==> config.mk <==
export PLATFORM = sky130hd
export DESIGN_NAME = rx_path_flat
export DESIGN_NICKNAME = d
export VERILOG_FILES = /design/src/rtl/rx_path_if.sv /design/src/rtl/rx_path.sv /design/src/flat_wrapper.sv
export SDC_FILE = /design/constraint.sdc
export NUM_CORES = 1
export LEC_CHECK = 0
export ABC_AREA = 1
export BUFFER_PORTS_ARGS = -buffer_cell sky130_fd_sc_hd__buf_4
export CELL_PAD_IN_SITES_DETAIL_PLACEMENT = 0
export CELL_PAD_IN_SITES_GLOBAL_PLACEMENT = 1
export CORE_UTILIZATION = 39
export CTS_CLUSTER_DIAMETER = 30
export DETAILED_ROUTE_END_ITERATION = 8
export GPL_ROUTABILITY_DRIVEN = 0
export GPL_TIMING_DRIVEN = 0
export PLACE_DENSITY_LB_ADDON = 0.1
export SYNTH_ARGS = -nofsm -noshare
export SYNTH_HDL_FRONTEND = slang
export SYNTH_SLANG_ARGS = --single-unit
==> constraint.sdc <==
create_clock -name clk -period 1.4 [get_ports clk]
set_clock_uncertainty 0.1 [all_clocks]
set_input_delay 0.21 -clock clk [delete_from_list [all_inputs] [get_ports clk]]
set_output_delay 0.21 -clock clk [all_outputs]
set_load 0.01 [all_outputs]
==> src/rtl/rx_path_if.sv <==
// Receive-side link bundle: serial line and parity format in, word and status strobes out.
interface rx_path_if #(
    parameter int unsigned WIDTH_SIZE = 8
);
    logic                  Rx;
    logic                  PF;
    logic [WIDTH_SIZE-1:0] data_out;
    logic                  valid_out;
    logic                  parity_err;
    logic                  frame_err;
    logic                  busy;

    // Line driver / consumer side
    modport master (
        output Rx,
        output PF,
        input  data_out,
        input  valid_out,
        input  parity_err,
        input  frame_err,
        input  busy
    );

    // Receiver side
    modport slave (
        input  Rx,
        input  PF,
        output data_out,
        output valid_out,
        output parity_err,
        output frame_err,
        output busy
    );
endinterface

==> src/rtl/rx_path.sv <==
// One-bit-per-clock serial receiver: start detect, LSB-first deserialise, even parity
// (single or per-8-bit-group), stop check, word plus one-cycle strobes.
module rx_path #(
    parameter int unsigned WIDTH_SIZE = 8
) (
    input  logic      clk,
    input  logic      reset,
    rx_path_if.slave  io_bus
);
    localparam int unsigned     IdxW    = $clog2(WIDTH_SIZE + 1);
    localparam logic [IdxW-1:0] LastIdx = IdxW'(WIDTH_SIZE - 1);
    localparam logic [IdxW-1:0] NumBits = IdxW'(WIDTH_SIZE);

    typedef enum logic [2:0] {
        StIdle,
        StData,
        StParity,
        StStop,
        StBreak
    } state_e;

    state_e                r_state, w_state_nxt;
    logic                  r_pf, w_pf_nxt;
    logic [IdxW-1:0]       r_idx, w_idx_nxt;
    logic [3:0]            r_grp, w_grp_nxt;
    logic                  r_acc, w_acc_nxt;
    logic                  r_err, w_err_nxt;
    logic [WIDTH_SIZE-1:0] r_shadow, w_shadow_nxt;
    logic [WIDTH_SIZE-1:0] r_data, w_data_nxt;
    logic                  r_valid, w_valid_nxt;
    logic                  r_perr, w_perr_nxt;
    logic                  r_ferr, w_ferr_nxt;

    // State and datapath registers; reset discards any partial frame
    always_ff @(posedge clk) begin
        if (reset) begin
            r_state  <= StIdle;
            r_pf     <= 1'b0;
            r_idx    <= '0;
            r_grp    <= '0;
            r_acc    <= 1'b0;
            r_err    <= 1'b0;
            r_shadow <= '0;
            r_data   <= '0;
            r_valid  <= 1'b0;
            r_perr   <= 1'b0;
            r_ferr   <= 1'b0;
        end else begin
            r_state  <= w_state_nxt;
            r_pf     <= w_pf_nxt;
            r_idx    <= w_idx_nxt;
            r_grp    <= w_grp_nxt;
            r_acc    <= w_acc_nxt;
            r_err    <= w_err_nxt;
            r_shadow <= w_shadow_nxt;
            r_data   <= w_data_nxt;
            r_valid  <= w_valid_nxt;
            r_perr   <= w_perr_nxt;
            r_ferr   <= w_ferr_nxt;
        end
    end

    // Next-state and datapath update; strobes default low so they last one cycle
    always_comb begin
        w_state_nxt  = r_state;
        w_pf_nxt     = r_pf;
        w_idx_nxt    = r_idx;
        w_grp_nxt    = r_grp;
        w_acc_nxt    = r_acc;
        w_err_nxt    = r_err;
        w_shadow_nxt = r_shadow;
        w_data_nxt   = r_data;
        w_valid_nxt  = 1'b0;
        w_perr_nxt   = 1'b0;
        w_ferr_nxt   = 1'b0;

        unique case (r_state)
            StIdle: begin
                if (!io_bus.Rx) begin
                    w_pf_nxt    = io_bus.PF;
                    w_idx_nxt   = '0;
                    w_grp_nxt   = '0;
                    w_acc_nxt   = 1'b0;
                    w_err_nxt   = 1'b0;
                    w_state_nxt = StData;
                end
            end
            StData: begin
                for (int i = 0; i < int'(WIDTH_SIZE); i++) begin
                    if (r_idx == IdxW'(i)) begin
                        w_shadow_nxt[i] = io_bus.Rx;
                    end
                end
                w_acc_nxt = r_acc ^ io_bus.Rx;
                w_idx_nxt = r_idx + 1'b1;
                w_grp_nxt = r_grp + 1'b1;
                // A full group and the last bit coinciding yields a single parity bit
                if ((r_pf && (r_grp == 4'd7)) || (r_idx == LastIdx)) begin
                    w_state_nxt = StParity;
                end
            end
            StParity: begin
                if (io_bus.Rx != r_acc) begin
                    w_err_nxt = 1'b1;
                end
                if (r_idx < NumBits) begin
                    w_acc_nxt   = 1'b0;
                    w_grp_nxt   = '0;
                    w_state_nxt = StData;
                end else begin
                    w_state_nxt = StStop;
                end
            end
            StStop: begin
                if (io_bus.Rx) begin
                    w_data_nxt  = r_shadow;
                    w_valid_nxt = 1'b1;
                    w_perr_nxt  = r_err;
                    w_state_nxt = StIdle;
                end else begin
                    w_ferr_nxt  = 1'b1;
                    w_state_nxt = StBreak;
                end
            end
            StBreak: begin
                if (io_bus.Rx) begin
                    w_state_nxt = StIdle;
                end
            end
            default: w_state_nxt = StIdle;
        endcase
    end

    assign io_bus.data_out   = r_data;
    assign io_bus.valid_out  = r_valid;
    assign io_bus.parity_err = r_perr;
    assign io_bus.frame_err  = r_ferr;
    assign io_bus.busy       = (r_state == StData) || (r_state == StParity) ||
                               (r_state == StStop);
endmodule
==> src/flat_wrapper.sv <==
// flat-port wrapper written by rule: the top's interface ports become plain ports
module rx_path_flat 
#(
    parameter int unsigned WIDTH_SIZE = 8
)
  (clk, reset, io_bus_Rx, io_bus_PF, io_bus_data_out, io_bus_valid_out, io_bus_parity_err, io_bus_frame_err, io_bus_busy);
  rx_path_if #(.WIDTH_SIZE(WIDTH_SIZE)) io_bus_i ();
  input  logic clk;
  input  logic reset;
  input wire logic [$bits(io_bus_i.Rx)-1:0] io_bus_Rx;
  input wire logic [$bits(io_bus_i.PF)-1:0] io_bus_PF;
  output wire logic [$bits(io_bus_i.data_out)-1:0] io_bus_data_out;
  output wire logic [$bits(io_bus_i.valid_out)-1:0] io_bus_valid_out;
  output wire logic [$bits(io_bus_i.parity_err)-1:0] io_bus_parity_err;
  output wire logic [$bits(io_bus_i.frame_err)-1:0] io_bus_frame_err;
  output wire logic [$bits(io_bus_i.busy)-1:0] io_bus_busy;
  assign io_bus_i.Rx = io_bus_Rx;
  assign io_bus_i.PF = io_bus_PF;
  assign io_bus_data_out = io_bus_i.data_out;
  assign io_bus_valid_out = io_bus_i.valid_out;
  assign io_bus_parity_err = io_bus_i.parity_err;
  assign io_bus_frame_err = io_bus_i.frame_err;
  assign io_bus_busy = io_bus_i.busy;
  rx_path #(.WIDTH_SIZE(WIDTH_SIZE)) u_core (.clk(clk), .reset(reset), .io_bus(io_bus_i));
endmodule
==> results by group <==
Run status
  – Outcome: finished clean

Power and ir drop
  – P_leak: between 0.7 and 0.8 nW
  – Max VDD drop: roughly 0.5 mV
  – P per Cell Area: 1072 nW/um^2

Detailed routing
  – DRC viols: 0
  – Vias per cell: roughly 5.0
  – Routed Antenna Nets: 0
  – Routed WL per cell: 12.59 um
  – DRT Wirelength: 3387 um
  – DRT Pass-1 Iters: 4
  – DR iter-0 viols: 84
  – Via count: roughly 1300

Worst setup path
  – Slowest CP cell: dfxtp_1
  – Setup crit end kind: output pin
  – CP max FO: 9
  – FF-to-FF setup slack: 70 ps
  – Reg-to-Reg Start: u_core.r_state[1]
  – WS Path Type: flop to output pin
  – Worst r2r path cells: 7
  – Critical Path RT: approximately 1100 ps
  – Worst Setup Start Kind: flop
  – Reg-to-Reg End: u_core.r_shadow[0]
  – Slowest stage delay, CP: 300 ps
  – Crit-path cells: clkbuf_8, nor2_2, nor2_1, buf_4
  – Critical Path AT: about 1100 ps

Worst hold path
  – WHS Endpoint: u_core.r_state[0]
  – Hold path startpoint: reset
  – Hold-critical path depth: 2
  – HP Class: primary input to flop

Floorplanning
  – Site Rows: 22
  – Num ports: 16
  – Die W: 64.46 um
  – Die ar.: 4155 um^2
  – Core Region: 3689 um^2
  – Starting Density: roughly two fifths
  – Die Y: 64.46 um

STA
  – Final period util: 97.26%
  – Final Hold Vio Count: 0
  – Max-slew violations: 0
  – Min Tclk post-route: 1362 ps
  – Fmax: about 730 MHz
  – Max_slew headroom: roughly two thirds
  – WHS: 30.76 ps
  – Worst-margin pin slew: 505.0 ps
  – Endpoints failing setup: 0
  – Unrepaired setup endpoints after global routing: yes

GRT
  – Initial antenna violation count: 0
  – First-pass GRT wire length: 5968 um
  – Largest net degree at the start of global routing: 11
  – Global route total overflow: 0
  – Total track usage: 18.90%
  – Vias in the first global route: 1260

Synthesis
  – Syn Nets: 208
  – Yosys cell types: 27
  – Synth Area per Inst: 7.646 um^2
  – Area leader, netlist: dfxtp_1
  – Number of synthesized flops with an enable pin: 0
  – Compound-Gate Fraction of Synth Area: a little over a tenth
  – Async SR Flop Fraction: 0%
  – Ys flop type: dfxtp_1
  – Syn Inst Count: between 150 and 200
  – Top-area cell type share of the netlist area: 43.42%
  – Sequential area share after synthesis: 43.42%
  – Area contributors post-synth: dfxtp_1, nor2_1, nand2_1, o21ai_0, ha_1
  – Mapped Area: 1521 um^2
  – Area share of xor/xnor cells in the synthesized design: 0.5757%
  – Simple-gate share of the synthesized area: about 32%
  – Flops & latches, synth: 33
  – Warnings, synthesis: 0
  – Mux contribution to synthesized area: 0%
  – Main combinational cell family by area after synthesis: simple AND/OR/NAND/NOR gates
  – Synth Area in Adders: 4.112%

Final layout
  – Commonest non-fill, non-tap cells in the layout: nor2_1, dfxtp_1, nand2_1, o21ai_0, buf_4
  – Layout overhead on the synthesized area: 20.31%
  – Nets: 230
  – Flip-flop and latch area: between 600 and 700 um^2
  – Area of the multi-input gates: about 760 um^2
  – Final Non-Filler Cells: 269
  – Ant. Diodes: 0
  – Share of cells above drive strength 1: 23.08%
  – FILL cells: roughly 370
  – Most common cell after layout, fill and taps aside: nor2_1

Clocking
  – H-tree levels: 2
  – CTS clk-pin slew, worst paths: 70 ps
  – Hold-fix buffers, CTS: 0
  – Clock sink count: 33
  – Clock Tree Root: clkbuf_8
  – Clk buf depth: 2
  – TritonCTS clock tree: built
  – Worst-Skew Late Latency: 280 ps
  – Cts bufs inserted: 5

Placement
  – Buffers on Ports: 14
  – Placed wire-length estimate: 2401 um
  – Number of cells after detailed placement: 261

Job
  – Maxcap violations: 0
==> through the flow <==
stage	utilization, %	setup TNS [ps]	cell area, um^2	total power [mW]	setup WS (ps)
2_1_floorplan	-	0	1521	1.190	179.0
3_3_place_gp	45.73	0	1687	1.254	43.61
3_5_place_dp	45.73	0	1687	1.258	25.42
4_1_cts	48.07	0	1773	1.976	10.99
5_1_grt	49.63	-25.33	1831	2.067	-21.01
6_report	49.63	0	1831	1.963	38.36
==> worst max-delay path, delay by kind of cell (launching register included) <==
kind	cells	cell delay, ps
and+or+nand+nor	2	180
buffers and inverters	2	290
DFF	1	300
==> worst max-delay path by stage <==
stage	start	to	cells after the start
after global placement	u_core.r_idx[1]	u_core.r_state[1]	7
after CTS	u_core.r_idx[1]	u_core.r_state[1]	7
after floorplan	u_core.r_state[1]	u_core.r_shadow[4]	7
final	u_core.r_state[1]	io_bus_busy	4
after detailed placement	u_core.r_idx[1]	u_core.r_state[1]	7
after global routing	u_core.r_state[1]	io_bus_busy	4
==> metal layers <==
metal	track usage [%]	up-vias	share of wire, %
met5	0	-	0
met4	7.500	0	0.92
met3	5.282	4	3.6
met2	29.08	20	44
met1	24.89	614	51
li1	-	698	-
==> cell families after synthesis <==
group,count (synthesis)
flip-flops,33
AND/OR/NAND/NOR,105
buffers and inverters,23
AO/OA/AOI/OAI,32
XOR/XNOR,1
adder cells (fa/ha/maj),5
==> synthesized netlist by cell type (all sizes together), types with 3 or more instances <==
cell type and n:
clkbuf 3, nor3 8, o21ai 18, ha 5, nor2 46, nand2 28
inv 15, nand3 17, a21oi 13, nand4 3, dfxtp 33, buf 5
==> final cells by class <==
class	count	share of cell area (%)
plain buffers	8	4.101
flip-flops and latches	33	36.36
repair buffers	15	6.835
multi-input cells	143	41.63
inverters	15	3.076
well taps	48	3.281
clock buffers	7	4.716
==> report_power, final <==
part           leakage (nW)  total (mW)  switching, mW  internal, mW
clock network        0.0443       0.712          0.322         0.390
logic                 0.465       0.253          0.154        0.0994
registers             0.269       0.998         0.0280         0.970
==> what timing repair did <==
action,CTS,global route
setup buffers,0,1
setup endpoints to repair,0,19
gates resized for setup,0,12
==> state kept, by name (all words and copies together), names as in the netlist <==
signal and flops:
u_core.r_err 1, u_core.r_shadow 8, u_core.io_bus.valid_out 1, u_core.r_pf 1
u_core.r_idx 4, u_core.io_bus.frame_err 1, u_core.r_grp 4, u_core.r_acc 1
u_core.r_state 3, u_core.io_bus.data_out 8, u_core.io_bus.parity_err 1
Note: power is estimated with default switching activity, not from simulation.
